<file path="src/rtl/stream_pkg.sv">
`default_nettype none
// ============================================================================
//  Module   : stream_pkg
//  Brief    : Shared link-word type, default sizes and output-state encoding
//             for the operator stream transmit/receive shells.
//  Revision : 1.0  initial release
// ============================================================================
package stream_pkg;

    localparam int c_PAYLOAD_BITS   = 128;
    localparam int c_NUM_ADDR_BITS  = 4;

    typedef logic [c_PAYLOAD_BITS-1:0] link_word_t;

    typedef enum logic [0:0] {
        IDLE   = 1'b0,
        ACTIVE = 1'b1
    } out_state_e;

endpackage
`default_nettype wire

</file>
<file path="src/rtl/stream_tx_shell_if.sv">
`default_nettype none
// ============================================================================
//  Module   : stream_tx_shell_if
//  Brief    : Upstream val/ready port plus outbound link of the TX shell.
//             master = the shell, slave = its environment.
//  Revision : 1.0  initial release
// ============================================================================
interface stream_tx_shell_if
    import stream_pkg::*;
#(
    parameter int PAYLOAD_BITS = c_PAYLOAD_BITS
) ();

    logic [PAYLOAD_BITS-1:0] din;
    logic                    val_in;
    logic                    ready_upward;
    logic [PAYLOAD_BITS-1:0] dout;
    logic                    val_out;
    logic                    ready_downward;
    logic                    prog_full;
    logic                    overflow;

    modport master (
        input  din, val_in, ready_downward,
        output ready_upward, dout, val_out, prog_full, overflow
    );

    modport slave (
        output din, val_in, ready_downward,
        input  ready_upward, dout, val_out, prog_full, overflow
    );

endinterface
`default_nettype wire

</file>
<file path="src/rtl/stream_tx_fifo_mem.sv">
`default_nettype none
// ============================================================================
//  Module   : stream_tx_fifo_mem
//  Brief    : Register-array storage, one write port and an async head read.
//  Revision : 1.0  initial release
// ============================================================================
module stream_tx_fifo_mem #(
    parameter int PAYLOAD_BITS  = 128,
    parameter int NUM_ADDR_BITS = 4
) (
    input  wire logic                     clk,
    input  wire logic                     we,
    input  wire logic [NUM_ADDR_BITS-1:0] wr_ptr,
    input  wire logic [PAYLOAD_BITS-1:0]  wdata,
    input  wire logic [NUM_ADDR_BITS-1:0] rd_ptr,
    output logic      [PAYLOAD_BITS-1:0]  rdata
);

    logic [PAYLOAD_BITS-1:0] r_mem [2**NUM_ADDR_BITS];

    always_ff @(posedge clk) begin
        if (we) begin
            r_mem[wr_ptr] <= wdata;
        end
    end

    assign rdata = r_mem[rd_ptr];

endmodule
`default_nettype wire

</file>
<file path="src/rtl/stream_tx_shell.sv">
`default_nettype none
// ============================================================================
//  Module   : stream_tx_shell
//  Brief    : Transmit shell: buffers operator words in a FWFT register FIFO
//             and drives the outbound link only when the receiver is ready.
//             Optional macro STREAM_TX_WORD_CNT_EN adds a 32-bit pop counter.
//  Revision : 1.0  initial release
// ============================================================================
module stream_tx_shell
    import stream_pkg::*;
#(
    parameter int PAYLOAD_BITS     = c_PAYLOAD_BITS,
    parameter int NUM_ADDR_BITS    = c_NUM_ADDR_BITS,
    parameter int PROG_FULL_THRESH = 12
) (
    input  wire logic          clk,
    input  wire logic          reset,
    stream_tx_shell_if.master  link
`ifdef STREAM_TX_WORD_CNT_EN
    ,
    output logic [31:0]        tx_word_cnt
`endif
);

    localparam int                   c_DEPTH     = 2**NUM_ADDR_BITS;
    localparam logic [NUM_ADDR_BITS:0] c_DEPTH_CNT = (NUM_ADDR_BITS+1)'(c_DEPTH);
    localparam logic [NUM_ADDR_BITS:0] c_THRESH    = (NUM_ADDR_BITS+1)'(PROG_FULL_THRESH);
    localparam logic [NUM_ADDR_BITS:0] c_ONE       = (NUM_ADDR_BITS+1)'(1);

    logic [1:0]               r_rst_sync;
    logic                     w_rst_n;
    logic [NUM_ADDR_BITS-1:0] r_wr_ptr;
    logic [NUM_ADDR_BITS-1:0] r_rd_ptr;
    logic [NUM_ADDR_BITS:0]   r_count;
    logic [NUM_ADDR_BITS:0]   w_count_nxt;
    logic                     r_prog_full;
    logic                     r_overflow;
    out_state_e               r_state;
    out_state_e               w_state_nxt;
    logic                     w_full;
    logic                     w_push;
    logic                     w_pop;
    logic                     w_active;
    logic [PAYLOAD_BITS-1:0]  w_head;

    // Assert immediately, release two clocks after the external reset lifts.
    always_ff @(posedge clk or negedge reset) begin
        if (!reset) begin
            r_rst_sync <= 2'b00;
        end else begin
            r_rst_sync <= {r_rst_sync[0], 1'b1};
        end
    end

    assign w_rst_n = r_rst_sync[1];

    assign w_full            = (r_count == c_DEPTH_CNT);
    assign link.ready_upward = w_rst_n && !w_full;
    assign w_push            = link.val_in && link.ready_upward;
    assign w_active          = (r_state == ACTIVE);
    assign link.val_out      = w_active && link.ready_downward;
    assign w_pop             = link.val_out;
    assign link.dout         = w_active ? w_head : '0;
    assign link.prog_full    = r_prog_full;
    assign link.overflow     = r_overflow;

    always_comb begin
        w_count_nxt = r_count;
        case ({w_push, w_pop})
            2'b10:   w_count_nxt = r_count + c_ONE;
            2'b01:   w_count_nxt = r_count - c_ONE;
            default: w_count_nxt = r_count;
        endcase
    end

    always_comb begin
        w_state_nxt = r_state;
        case (r_state)
            IDLE:    if (w_push) w_state_nxt = ACTIVE;
            ACTIVE:  if (w_pop && !w_push && (r_count == c_ONE)) w_state_nxt = IDLE;
            default: w_state_nxt = IDLE;
        endcase
    end

    always_ff @(posedge clk or negedge w_rst_n) begin
        if (!w_rst_n) begin
            r_state <= IDLE;
        end else begin
            r_state <= w_state_nxt;
        end
    end

    always_ff @(posedge clk or negedge w_rst_n) begin
        if (!w_rst_n) begin
            r_wr_ptr    <= '0;
            r_rd_ptr    <= '0;
            r_count     <= '0;
            r_prog_full <= 1'b0;
            r_overflow  <= 1'b0;
        end else begin
            if (w_push) begin
                r_wr_ptr <= r_wr_ptr + 1'b1;
            end
            if (w_pop) begin
                r_rd_ptr <= r_rd_ptr + 1'b1;
            end
            r_count     <= w_count_nxt;
            r_prog_full <= (w_count_nxt >= c_THRESH);
            // Word offered while full is dropped; the flag is sticky until reset.
            if (link.val_in && w_full) begin
                r_overflow <= 1'b1;
            end
        end
    end

    stream_tx_fifo_mem #(
        .PAYLOAD_BITS  (PAYLOAD_BITS),
        .NUM_ADDR_BITS (NUM_ADDR_BITS)
    ) u_mem (
        .clk    (clk),
        .we     (w_push),
        .wr_ptr (r_wr_ptr),
        .wdata  (link.din),
        .rd_ptr (r_rd_ptr),
        .rdata  (w_head)
    );

`ifdef STREAM_TX_WORD_CNT_EN
    logic [31:0] r_word_cnt;

    always_ff @(posedge clk or negedge w_rst_n) begin
        if (!w_rst_n) begin
            r_word_cnt <= 32'd0;
        end else if (w_pop) begin
            r_word_cnt <= r_word_cnt + 32'd1;
        end
    end

    assign tx_word_cnt = r_word_cnt;
`endif

endmodule
`default_nettype wire

</file>
<file path="src/flat_wrapper.sv">
// flat-port wrapper written by rule: the top's interface ports become plain ports
module stream_tx_shell_flat import stream_pkg::*;
#(
    parameter int PAYLOAD_BITS     = c_PAYLOAD_BITS,
    parameter int NUM_ADDR_BITS    = c_NUM_ADDR_BITS,
    parameter int PROG_FULL_THRESH = 12
)
  (clk, reset, link_din, link_val_in, link_ready_downward, link_ready_upward, link_dout, link_val_out, link_prog_full, link_overflow);
  stream_tx_shell_if #(.PAYLOAD_BITS(PAYLOAD_BITS)) link_i ();
  input  wire logic clk;
  input  wire logic reset;
  input wire logic [$bits(link_i.din)-1:0] link_din;
  input wire logic [$bits(link_i.val_in)-1:0] link_val_in;
  input wire logic [$bits(link_i.ready_downward)-1:0] link_ready_downward;
  output wire logic [$bits(link_i.ready_upward)-1:0] link_ready_upward;
  output wire logic [$bits(link_i.dout)-1:0] link_dout;
  output wire logic [$bits(link_i.val_out)-1:0] link_val_out;
  output wire logic [$bits(link_i.prog_full)-1:0] link_prog_full;
  output wire logic [$bits(link_i.overflow)-1:0] link_overflow;
  assign link_i.din = link_din;
  assign link_i.val_in = link_val_in;
  assign link_i.ready_downward = link_ready_downward;
  assign link_ready_upward = link_i.ready_upward;
  assign link_dout = link_i.dout;
  assign link_val_out = link_i.val_out;
  assign link_prog_full = link_i.prog_full;
  assign link_overflow = link_i.overflow;
  stream_tx_shell #(.PAYLOAD_BITS(PAYLOAD_BITS), .NUM_ADDR_BITS(NUM_ADDR_BITS), .PROG_FULL_THRESH(PROG_FULL_THRESH)) u_core (.clk(clk), .reset(reset), .link(link_i));
endmodule
</file>
<file path="config.mk">
export PLATFORM = sky130hd
export DESIGN_NAME = stream_tx_shell_flat
export DESIGN_NICKNAME = d
export VERILOG_FILES = /design/src/rtl/stream_pkg.sv /design/src/rtl/stream_tx_shell_if.sv /design/src/rtl/stream_tx_fifo_mem.sv /design/src/rtl/stream_tx_shell.sv /design/src/flat_wrapper.sv
export SDC_FILE = /design/constraint.sdc
export NUM_CORES = 2
export LEC_CHECK = 0
export BUFFER_PORTS_ARGS = -buffer_cell sky130_fd_sc_hd__buf_2
export CELL_PAD_IN_SITES_DETAIL_PLACEMENT = 0
export CELL_PAD_IN_SITES_GLOBAL_PLACEMENT = 1
export CORE_UTILIZATION = 43
export DETAILED_ROUTE_END_ITERATION = 7
export PLACE_DENSITY = 0.68
export SYNTH_ARGS = -nofsm -noshare
export SYNTH_HDL_FRONTEND = slang
export SYNTH_SLANG_ARGS = --single-unit
</file>
<file path="constraint.sdc">
create_clock -name clk -period 2.4 [get_ports clk]
set_input_delay 0.24 -clock clk [delete_from_list [all_inputs] [get_ports clk]]
set_output_delay 0.24 -clock clk [all_outputs]
set_load 0.01 [all_outputs]
</file>
==> impl_summary.md <==
Run status
The run finished, with violations left. The checks that failed: setup timing.

STA
Setup repair after global routing could not meet its margin everywhere. The headroom to the max-slew limit is between 50% and 60%. The final count of hold timing violations is 0. At the pin with the least slew margin, the transition time is 0.700 ns. The minimum setup slack in the final design is -0.735 ns. For the final routed database, the setup TNS stands at -76.94 ns. The number of max-slew violations in the final report is 0.

The worst clock skew on the final layout is 0.0369 ns. The time the worst path needs with I/O delays and setup is 3.13 ns. The post-route clock period utilization is 131%. The worst hold slack across all endpoints is 0.224 ns.

Setup violations remaining at the end of the flow were counted as around 130. Static timing analysis puts the maximum clock frequency at 319 MHz.

Floorplan
The overall die height is 433 um. The horizontal die dimension is about 430 um. The number of cell rows is 157. Once the floorplan was initialized, standard cells occupied 43.5% of the core. The core box area is 184000 um^2.

The die area is 188000 um^2. During I/O placement, the number of pins put on the boundary was 264.

Pwr
For this design the total switching power over the nets is approximately 38 mW. The cell area power density is 1180 nW/um^2. The clock network burns about a quarter of the power. The net switching fraction of the power is about a third. The internal portion of the total power is between 70 and 80 mW. The leakage power is between 30 and 40 nW. The worst-case IR drop observed on VDD is 0.000617 V. The combinational group share of total power is between 30% and 40%. The share of total power in sequential cells is 36.0%.

Routing
In the routed design, unresolved DRC markers number 0. In this run, the number of DRC markers left after iteration 0 of detailed routing was 3468. Summed over all layers, the routed wires come to between 200 and 250 mm. The total via count after detailed routing is between 40000 and 50000.

The post-route antenna net violation count is 0. In the routed layout, each cell is associated on average with a via count of 5.51. The first detailed-routing pass ran for 7 iterations. After detailed routing, the average wire length per cell comes to 26.0 um.

Clocking
The TritonCTS sink count is slightly above 2000. The CTS tree is built. CTS built an H-tree with a depth of 4. The clock passes through at most 3 buffers.

The number of buffers added by the clock tree synthesis step is 209. The clock insertion delay at the later pin of the skew report is 0.85 ns. Clock-pin slew was measured on the worst setup and hold paths at 0.07 ns. The root buffer cell is sky130_fd_sc_hd__clkbuf_16.

Yosys
In this run, distinct cell masters in the synthesized netlist total 41. The synthesized netlist net count is 4448. For this run, the register share of the synthesized area comes to 77.5%. The number of standard cells after synthesis is 4305. In this run the biggest area consumer among cell types represents 76.9% of the synthesized area. The biggest area contributor in the post-synthesis netlist is sky130_fd_sc_hd__edfxtp_1. By area the synthesized netlist is led by sky130_fd_sc_hd__edfxtp_1 77%, sky130_fd_sc_hd__mux2i_1 12%, sky130_fd_sc_hd__a22oi_1 4.4%. The average instance in the mapped netlist occupies around 19 um^2. After synthesis the netlist holds a flip-flop and latch count of around 2100. The total standard cell area after synthesis is ~80000 um^2. During synthesis, Yosys emitted a total of 0 warnings.

GRT
The remaining global-route overflow is 0. The met1 track demand over resource is between 20% and 30%. For this run, global-route usage on met2 was measured as ~34%.

The number of antenna violations at the first check in global routing is 15. The number of global-route vias before repair came to between 40000 and 50000. The total routing usage reported by global routing is 21.1%. The layer flagged by global routing as most heavily used is met2. Entering global routing, the biggest net connects 66 pins. The first-pass GRT wire length is 289 mm. In the global route stage, met3 resource usage came out at 3.51%.

Cells and area
The final core utilization is ~54%. The sequential cell area is 62000 um^2. The post-synthesis to final-layout area growth is 23.7%. Of the cells placed in the final design, the portion with a size suffix greater than 1 is 22.8%. The multi-input combinational cells in the finished layout cover a total of ~18000 um^2. After filler insertion, the fill cell instance count of the layout stands at 14500. The library cell used most frequently in the layout, excluding fill and tap cells, is sky130_fd_sc_hd__edfxtp_1.

The top cell types in the final layout, fill and taps aside, are 2048 x sky130_fd_sc_hd__edfxtp_1, 977 x sky130_fd_sc_hd__mux2i_1, 446 x sky130_fd_sc_hd__a22oi_1, 238 x sky130_fd_sc_hd__nand2_1, 228 x sky130_fd_sc_hd__buf_2. The layout net count is 5254.

Critical path
Data on the critical path arrives at its endpoint at 2.89 ns. STA puts the critical path data required time at 2.16 ns. The startpoint type of the worst setup path is a flip-flop. The most critical setup path has its startpoint at u_core.r_rd_ptr[0]$_DFFE_PN0P_.

Along the worst path, the maximum fanout reaches 15. The category of the critical setup timing path is flip-flop to output pin. The endpoint class of the critical path is an output pin. The worst register-to-register path begins at u_core.r_count[1]$_DFF_PN0_.

Placed design
Detailed placement ended at an HPWL of between 100 and 150 mm. Input and output buffers added on the ports amount to about 260. Routability-driven placement finished with a final weighted congestion of 0.762. The minimum setup slack after placement is -0.0175 ns.

Run
The max-capacitance violation count is 0.

Worst hold path
The class of the most critical hold timing path is flip-flop to asynchronous set/reset pin.
[layer usage]
metal,wire length (um),up-vias
met5,119,-
li1,-,19100
met1,87900,22100
met3,10400,306
met2,98300,1146
met4,4680,16
[logic make-up (layout without fill, tap and decap cells)]
kind of cell | count (synthesis) | count (layout) | share of synthesized area [%]
flops | 2066 | 2066 | 77.5
mux | 1006 | 1006 | 12.9
compound gates | 657 | 657 | 5.97
simple gates | 286 | 286 | 1.40
buf+inv | 271 | 1244 | 1.94
fa+ha+maj | 11 | 11 | 0.172
xor+xnor | 7 | 7 | 0.0767
other cells | 1 | 6 | 0.00469
[per-stage QoR]
step | area (um^2) | power (mW) | cells
after floorplan | 80200 | 64.8 | 4305
after global placement | 88100 | 80.0 | 7138
after detailed placement | 88100 | 80.2 | 7138
after CTS | 97900 | 116 | 7707
after global routing | 98900 | 121 | 7746
final | 98900 | 117 | 7747
[power groups by stage]
stage	sequential, mW	combinational, mW	clock, mW
4_1_cts	42.0	42.9	30.7
3_3_place_gp	42.7	37.3	0
5_1_grt	42.1	47.1	32.1
3_5_place_dp	42.8	37.5	0
2_1_floorplan	42.7	22.1	0
6_report	42.0	44.5	30.2
[area by class of cell]
type / instances / area share, %
flip-flops and latches: 2066 / 62.6
multi-input cells: 1968 / 17.7
repair buffers: 854 / 10.1
clock buffers: 253 / 5.48
well taps: 2464 / 3.12
clock inverters: 125 / 0.878
inverters: 12 / 0.0582
diodes: 5 / 0.0127
[what timing repair did]
item                                    in CTS  in global routing
hold endpoints to repair                  2059                  0
pin swaps                                  110                131
gates resized for setup                    222                118
buffers inserted                            31                 25
gates cloned                                29                 14
endpoints found under the setup margin     143                166
hold buffers                               132                  0
[path summary, 6_finish.rpt]
kind | endpoint | slack, ns | cells after the start
worst max-delay path | link_dout[29] | -0.73 | 9
worst min-delay path | u_core.r_wr_ptr[3]$_DFFE_PN0P_ | 0.22 | 1
worst max register to register | u_core.u_mem.r_mem[1][57]$_DFFE_PP_ | 0.09 | 10
worst min register to register | u_core.r_wr_ptr[3]$_DFFE_PN0P_ | 0.22 | 1
max in group asynchronous | u_core.r_rd_ptr[0]$_DFFE_PN0P_ | 1.93 | 1
min in group clk | u_core.link.overflow$_DFFE_PN0P_ | 0.30 | 3
[cells in the mapped netlist, drive strengths merged]
master  instances
and2            1
a41o            1
o22ai         107
mux2i         983
mux4           21
ha             11
nand3           3
mux2            2
o211ai          2
nand2b          4
o311a           1
nand4           1
nand2         249
edfxtp       2048
inv            12
xnor2           6
dfrtp          18
nor2b           4
conb            1
nor3b           2
a22oi         470
o21ai          49
a211oi          1
a21o            1
o41ai           1
nor2           15
clkbuf         97
a221oi         21
a41oi           1
nor3            7
xor2            1
a31oi           2
buf           162
[flip-flops by register name, summed over array words and instances (netlist names)]
name and count:
u_core.r_count 5, u_core.u_mem.r_mem 2048, u_core.link.prog_full 1, u_core.r_state 1, u_core.link.overflow 1, u_core.r_rst_sync 2
u_core.r_wr_ptr 4, u_core.r_rd_ptr 4
[worst max-delay path, stage by stage, from the launching register on]
cell	delay [ns]
sky130_fd_sc_hd__dfrtp_4	0.53
sky130_fd_sc_hd__buf_12	0.19
sky130_fd_sc_hd__buf_16	0.20
sky130_fd_sc_hd__buf_12	0.17
sky130_fd_sc_hd__mux2i_2	0.17
sky130_fd_sc_hd__a22oi_1	0.18
sky130_fd_sc_hd__nand2_1	0.09
sky130_fd_sc_hd__o22ai_1	0.17
sky130_fd_sc_hd__buf_4	0.17
sky130_fd_sc_hd__buf_2	0.13
Power figures use the tool's default switching activity.
